--- src/rtl/anc_pkg.sv ---
`default_nettype none
// ============================================================================
// Module      : anc_pkg
// Description : Shared types and defaults for the ANC sequencing controller.
// Revision    : 1.0 - initial release
// ============================================================================
package anc_pkg;

    localparam int C_NTAPS_DEFAULT = 32;
    localparam int C_AW_DEFAULT    = 6;

    localparam logic [2:0] C_ST_IDLE = 3'd0;
    localparam logic [2:0] C_ST_WAIT = 3'd1;
    localparam logic [2:0] C_ST_CAP  = 3'd2;
    localparam logic [2:0] C_ST_FIR  = 3'd3;
    localparam logic [2:0] C_ST_OUT  = 3'd4;
    localparam logic [2:0] C_ST_LMS  = 3'd5;
    localparam logic [2:0] C_ST_INJ  = 3'd6;

    typedef enum logic [2:0] {
        S_IDLE = C_ST_IDLE,
        S_WAIT = C_ST_WAIT,
        S_CAP  = C_ST_CAP,
        S_FIR  = C_ST_FIR,
        S_OUT  = C_ST_OUT,
        S_LMS  = C_ST_LMS,
        S_INJ  = C_ST_INJ
    } anc_state_t;

endpackage
`default_nettype wire

--- src/rtl/anc_seq_ctrl_if.sv ---
`default_nettype none
// ============================================================================
// Module      : anc_seq_ctrl_if
// Description : Sample handshake, weight-injection and datapath strobe bundle.
// Revision    : 1.0 - initial release
// ============================================================================
interface anc_seq_ctrl_if #(
    parameter int AW = anc_pkg::C_AW_DEFAULT
);
    logic          init_done;
    logic          bypass_mode_sel;
    logic          in_valid;
    logic          controller_ready;
    logic          bypass_ready;
    logic          sample_ld;
    logic [AW-1:0] tap_addr;
    logic          mac_clr;
    logic          mac_en;
    logic          wt_we;
    logic          wt_src_inj;
    logic          out_valid;
    logic          fir_act;
    logic          overrun;

    // Controller side
    modport master (
        input  init_done, bypass_mode_sel, in_valid, bypass_ready,
        output controller_ready, sample_ld, tap_addr, mac_clr, mac_en,
               wt_we, wt_src_inj, out_valid, fir_act, overrun
    );

    // Datapath / source side
    modport slave (
        output init_done, bypass_mode_sel, in_valid, bypass_ready,
        input  controller_ready, sample_ld, tap_addr, mac_clr, mac_en,
               wt_we, wt_src_inj, out_valid, fir_act, overrun
    );

endinterface
`default_nettype wire

--- src/rtl/anc_seq_ctrl.sv ---
`default_nettype none
// ============================================================================
// Module      : anc_seq_ctrl
// Description : Per-sample FIR/LMS sequencer with FPGA weight-injection bypass.
// Revision    : 1.0 - initial release
// ============================================================================
module anc_seq_ctrl
    import anc_pkg::*;
#(
    parameter int NTAPS = C_NTAPS_DEFAULT,
    parameter int AW    = C_AW_DEFAULT
) (
    input  logic           clk,
    input  logic           rst_n,
    anc_seq_ctrl_if.master bus
);

    localparam logic [AW-1:0] C_LAST_TAP = AW'(NTAPS - 1);

    anc_state_t    r_state;
    anc_state_t    w_state_nxt;
    logic [AW-1:0] r_tap;
    logic [AW-1:0] w_tap_nxt;
    logic          r_overrun;

    logic          w_sample_ld;
    logic [AW-1:0] w_tap_addr;
    logic          w_mac_clr;
    logic          w_mac_en;
    logic          w_wt_we;
    logic          w_wt_src_inj;
    logic          w_out_valid;
    logic          w_fir_act;

    always_ff @(posedge clk or negedge rst_n) begin
        if (!rst_n) begin
            r_state   <= S_IDLE;
            r_tap     <= '0;
            r_overrun <= 1'b0;
        end else begin
            r_state <= w_state_nxt;
            r_tap   <= w_tap_nxt;
            // A sample arriving while the result is still being presented means
            // the upstream rate exceeds one sample per processing window.
            if (r_state == S_OUT && bus.in_valid) begin
                r_overrun <= 1'b1;
            end
        end
    end

    always_comb begin
        w_state_nxt  = r_state;
        w_tap_nxt    = '0;
        w_sample_ld  = 1'b0;
        w_tap_addr   = r_tap;
        w_mac_clr    = 1'b0;
        w_mac_en     = 1'b0;
        w_wt_we      = 1'b0;
        w_wt_src_inj = 1'b0;
        w_out_valid  = 1'b0;
        w_fir_act    = 1'b0;

        case (r_state)
            S_IDLE: w_state_nxt = S_WAIT;
            S_WAIT: begin
                if (bus.in_valid) begin
                    w_state_nxt = S_CAP;
                end
            end
            S_CAP: begin
                w_sample_ld = 1'b1;
                w_state_nxt = S_FIR;
            end
            S_FIR: begin
                w_fir_act = 1'b1;
                w_mac_clr = (r_tap == '0);
                w_mac_en  = (r_tap != '0);
                if (r_tap == C_LAST_TAP) begin
                    w_state_nxt = S_OUT;
                end else begin
                    w_tap_nxt = r_tap + AW'(1);
                end
            end
            S_OUT: begin
                w_out_valid = 1'b1;
                w_state_nxt = bus.bypass_mode_sel ? S_INJ : S_LMS;
            end
            S_LMS: begin
                w_wt_we = 1'b1;
                if (r_tap == C_LAST_TAP) begin
                    w_state_nxt = S_WAIT;
                end else begin
                    w_tap_nxt = r_tap + AW'(1);
                end
            end
            S_INJ: begin
                // Address only advances on an accepted injected weight
                w_wt_src_inj = 1'b1;
                w_wt_we      = bus.bypass_ready;
                w_tap_nxt    = r_tap;
                if (bus.bypass_ready) begin
                    if (r_tap == C_LAST_TAP) begin
                        w_state_nxt = S_WAIT;
                        w_tap_nxt   = '0;
                    end else begin
                        w_tap_nxt = r_tap + AW'(1);
                    end
                end
            end
            default: w_state_nxt = S_IDLE;
        endcase

        // Losing configuration aborts everything and silences the datapath at once
        if (!bus.init_done) begin
            w_state_nxt  = S_IDLE;
            w_tap_nxt    = '0;
            w_sample_ld  = 1'b0;
            w_tap_addr   = '0;
            w_mac_clr    = 1'b0;
            w_mac_en     = 1'b0;
            w_wt_we      = 1'b0;
            w_wt_src_inj = 1'b0;
            w_out_valid  = 1'b0;
            w_fir_act    = 1'b0;
        end
    end

    assign bus.controller_ready = (r_state == S_WAIT);
    assign bus.sample_ld        = w_sample_ld;
    assign bus.tap_addr         = w_tap_addr;
    assign bus.mac_clr          = w_mac_clr;
    assign bus.mac_en           = w_mac_en;
    assign bus.wt_we            = w_wt_we;
    assign bus.wt_src_inj       = w_wt_src_inj;
    assign bus.out_valid        = w_out_valid;
    assign bus.fir_act          = w_fir_act;
    assign bus.overrun          = r_overrun;

endmodule
`default_nettype wire

--- src/flat_wrapper.sv ---
// flat-port wrapper written by rule: the top's interface ports become plain ports
module anc_seq_ctrl_flat import anc_pkg::*;
#(
    parameter int NTAPS = C_NTAPS_DEFAULT,
    parameter int AW    = C_AW_DEFAULT
)
  (clk, rst_n, bus_init_done, bus_bypass_mode_sel, bus_in_valid, bus_bypass_ready, bus_controller_ready, bus_sample_ld, bus_tap_addr, bus_mac_clr, bus_mac_en, bus_wt_we, bus_wt_src_inj, bus_out_valid, bus_fir_act, bus_overrun);
  anc_seq_ctrl_if #(.AW(AW)) bus_i ();
  input  logic clk;
  input  logic rst_n;
  input wire logic [$bits(bus_i.init_done)-1:0] bus_init_done;
  input wire logic [$bits(bus_i.bypass_mode_sel)-1:0] bus_bypass_mode_sel;
  input wire logic [$bits(bus_i.in_valid)-1:0] bus_in_valid;
  input wire logic [$bits(bus_i.bypass_ready)-1:0] bus_bypass_ready;
  output wire logic [$bits(bus_i.controller_ready)-1:0] bus_controller_ready;
  output wire logic [$bits(bus_i.sample_ld)-1:0] bus_sample_ld;
  output wire logic [$bits(bus_i.tap_addr)-1:0] bus_tap_addr;
  output wire logic [$bits(bus_i.mac_clr)-1:0] bus_mac_clr;
  output wire logic [$bits(bus_i.mac_en)-1:0] bus_mac_en;
  output wire logic [$bits(bus_i.wt_we)-1:0] bus_wt_we;
  output wire logic [$bits(bus_i.wt_src_inj)-1:0] bus_wt_src_inj;
  output wire logic [$bits(bus_i.out_valid)-1:0] bus_out_valid;
  output wire logic [$bits(bus_i.fir_act)-1:0] bus_fir_act;
  output wire logic [$bits(bus_i.overrun)-1:0] bus_overrun;
  assign bus_i.init_done = bus_init_done;
  assign bus_i.bypass_mode_sel = bus_bypass_mode_sel;
  assign bus_i.in_valid = bus_in_valid;
  assign bus_i.bypass_ready = bus_bypass_ready;
  assign bus_controller_ready = bus_i.controller_ready;
  assign bus_sample_ld = bus_i.sample_ld;
  assign bus_tap_addr = bus_i.tap_addr;
  assign bus_mac_clr = bus_i.mac_clr;
  assign bus_mac_en = bus_i.mac_en;
  assign bus_wt_we = bus_i.wt_we;
  assign bus_wt_src_inj = bus_i.wt_src_inj;
  assign bus_out_valid = bus_i.out_valid;
  assign bus_fir_act = bus_i.fir_act;
  assign bus_overrun = bus_i.overrun;
  anc_seq_ctrl #(.NTAPS(NTAPS), .AW(AW)) u_core (.clk(clk), .rst_n(rst_n), .bus(bus_i));
endmodule
--- config.mk ---
export PLATFORM = sky130hd
export DESIGN_NAME = anc_seq_ctrl_flat
export DESIGN_NICKNAME = d
export VERILOG_FILES = /design/src/rtl/anc_pkg.sv /design/src/rtl/anc_seq_ctrl_if.sv /design/src/rtl/anc_seq_ctrl.sv /design/src/flat_wrapper.sv
export SDC_FILE = /design/constraint.sdc
export NUM_CORES = 1
export LEC_CHECK = 0
export CORE_UTILIZATION = 46
export CTS_CLUSTER_DIAMETER = 40
export CTS_CLUSTER_SIZE = 12
export DETAILED_ROUTE_END_ITERATION = 12
export HOLD_SLACK_MARGIN = 0.02
export PLACE_DENSITY = 0.75
export SLEW_MARGIN = 20
export SYNTH_ARGS = -nofsm -noshare
export SYNTH_HDL_FRONTEND = slang
export SYNTH_SLANG_ARGS = --single-unit
--- constraint.sdc ---
create_clock -name clk -period 1.6 [get_ports clk]
set_input_delay 0.16 -clock clk [delete_from_list [all_inputs] [get_ports clk]]
set_output_delay 0.16 -clock clk [all_outputs]
set_load 0.05 [all_outputs]
==> out/qor.csv <==
metric;value;unit
synth_edf_count;0;
wl_per_cell;16.3;um
grt_max_degree;11;
dr.pass1.iters;4;
peakVddDrop;966;uV
cap_violations;0;
cts_sinks;10;
die_h;43.0;um
row_count;14;
leakage;0.561;nW
synthTopCellsByCount;10 x dfrtp_1, 10 x nor2_1, 7 x nand2_1;
path_clk_slew;0.07;ns
netlist_instances;88;
num_vias;851;
insertion_delay;0.27;ns
core-area;1540;um2
layout-drive-gt1-share;51.6;%
power.total;1.41;mW
n_antenna_cell;0;
async_flop_share;100;%
track_usage;25.8;%
routed_wl;2320;um
area_delta_synth_final;78.0;%
port_buffers;20;
synth_seq_cells;10;
synth_top_cell_area_share;32.4;%
dp_hpwl;1640;um
powerDensity;1020;nW/um2
critPathLaunch;u_core.r_tap[1];
cts_tree;built;
max-clock-path-buffers;2;
relSlewSlack;69.3;%
layout_setup_ws;0.0134;ns
r2r_end;u_core.r_tap[3];
critPathKind;flop to output pin;
place_ws;0.00573;ns
status;complete, no violations;
critPathLaunchType;flop;
cp.required;1.44;ns
antenna_found_initial;0;
slew_viol_final;0;
avgSynthCellArea;8.77;um2
final_cells;142;
grt_pass1_vias;800;
drc;0;
critPathMaxFanout;3;
fillers;63;
post-synth-top-area-cell;dfrtp_1;
rr_worst_depth;5;
root_buffer;clkbuf_4;
placed_cell_area;1210;um2
grt_pass1_wl;3580;um
min_period;1.59;ns
hold_path_class;input port to async pin;
crit_path_end_kind;output pin;
syn_nets;96;
design.die.area;1850;um2
max_stage_delay;0.43;ns
skew;0.00418;ns
r2r_setup_slack;0.02;ns
crit_family;flip-flops;
crit_slowest_cell;dfrtp_1;
hold_viol_final;0;
yosys_warnings;0;
via_per_inst;5.99;
fin_area;1370;um2
cts-htree-levels;1;
synth.area.top_cells;dfrtp_1 32%, and2_1 4.9%, nor2_1 4.9%, nand2_1 3.4%, ha_1 3.2%;
critPathArrivalTime;1.43;ns
tightest_slew;0.459;ns
setup_viol;0;
path_buf_inv;3;
start_util;50.1;%
syn_area;772;um2
fmaxAchievable;630;MHz
ant_nets;0;
fp.dieW;43.0;um
rsz0062_at_grt;true;
grt_overflow;0;
synth_ff_type;dfrtp_1;
ys_types;38;
dp_cells;131;
drt_iter0_markers;27;
ys_seq_area_share;32.4;%
final_nets;135;
regToRegStartpoint;u_core.r_tap[1];
ios;21;
critical_path.cell_chain;buf_4, inv_2, ha_4, and3_2, buf_12;
cts_made_buffers;3;
fin_crit_sh;99.2;%
gp_congestion;0.853;
finish.utilization;89.1;%
metrics by stage:
stage                     hold WS (ns)  setup TNS, ns
final                            0.203              0
after global routing             0.236         -0.219
after CTS                        0.213              0
after detailed placement         0.450              0
after global placement           0.450              0
after floorplan                 -0.136              0
cell type report:
class | count | area (um2) | area share (%)
inverters | 5 | 18.8 | 1.37
flip-flops and latches | 10 | 255 | 18.6
repair buffers | 38 | 477 | 34.7
well taps | 16 | 20.0 | 1.46
clock buffers | 4 | 36.3 | 2.64
multi-input cells | 69 | 567 | 41.3
worst max-delay path by stage:
stage,endpoint,slack (ns),cells after the start
floorplan,bus_mac_en,0.0007,5
global placement,u_core.r_tap[3],0.05,6
detailed placement,u_core.r_tap[3],0.006,6
CTS,bus_mac_clr,0.003,5
global route,u_core.r_tap[3],-0.04,5
finish,bus_mac_clr,0.01,5
state kept, by name (all words and copies together) (netlist names):
signal and flops:
u_core.r_state 3, u_core.r_tap 6, u_core.bus.overrun 1
kinds of logic after synthesis:
kind of cell	after synthesis	synth area share, %
AND/OR/NAND/NOR	43	34.8
buffers and inverters	9	6.16
AO/OA/AOI/OAI	23	22.2
flip-flops	10	32.4
XOR/XNOR	1	1.13
adder cells (fa/ha/maj)	2	3.24
power by group:
| part | switching (mW) | internal (mW) |
|---|---|---|
| sequential | 0.0598 | 0.303 |
| combinational | 0.453 | 0.360 |
| clock | 0.0923 | 0.138 |
| total | 0.605 | 0.802 |
cell usage in the layout (no fill, tap or decap), drive strengths merged, types with 2 or more instances in the layout:
| cell type | count |
|---|---|
| a21o | 3 |
| a21oi | 4 |
| and2 | 6 |
| buf | 33 |
| clkbuf | 4 |
| clkdlybuf4s50 | 5 |
| dfrtp | 10 |
| ha | 2 |
| inv | 5 |
| nand2 | 7 |
| nand2b | 2 |
| nand3 | 3 |
| nor2 | 10 |
| nor3 | 3 |
| nor3b | 3 |
| nor4 | 3 |
| nor4b | 2 |
| o21ai | 7 |
metal layers:
metal  vias up  global-route usage (%)  part of all wire, %
met5         -                       0                    0
met4         0                    6.67                  2.0
met3         8                    7.66                  6.5
met2        38                    41.5                   50
met1       410                    33.9                   41
li1        395                       -                    -
repair_timing:
item,4_1_cts,5_1_grt
pin swaps,2,4
setup endpoints to repair,5,9
gates resized for setup,9,11
hold buffers,0,0
hold endpoints to repair,0,0
buffers inserted,3,4
worst reg2reg max path, stage by stage (launching register included):
cell and delay, ns:
dfrtp_1 0.42, ha_4 0.17, nand3_2 0.11, nor3b_4 0.37, nor2_2 0.10, a221o_1 0.30
(Power assumes the default switching activity.)
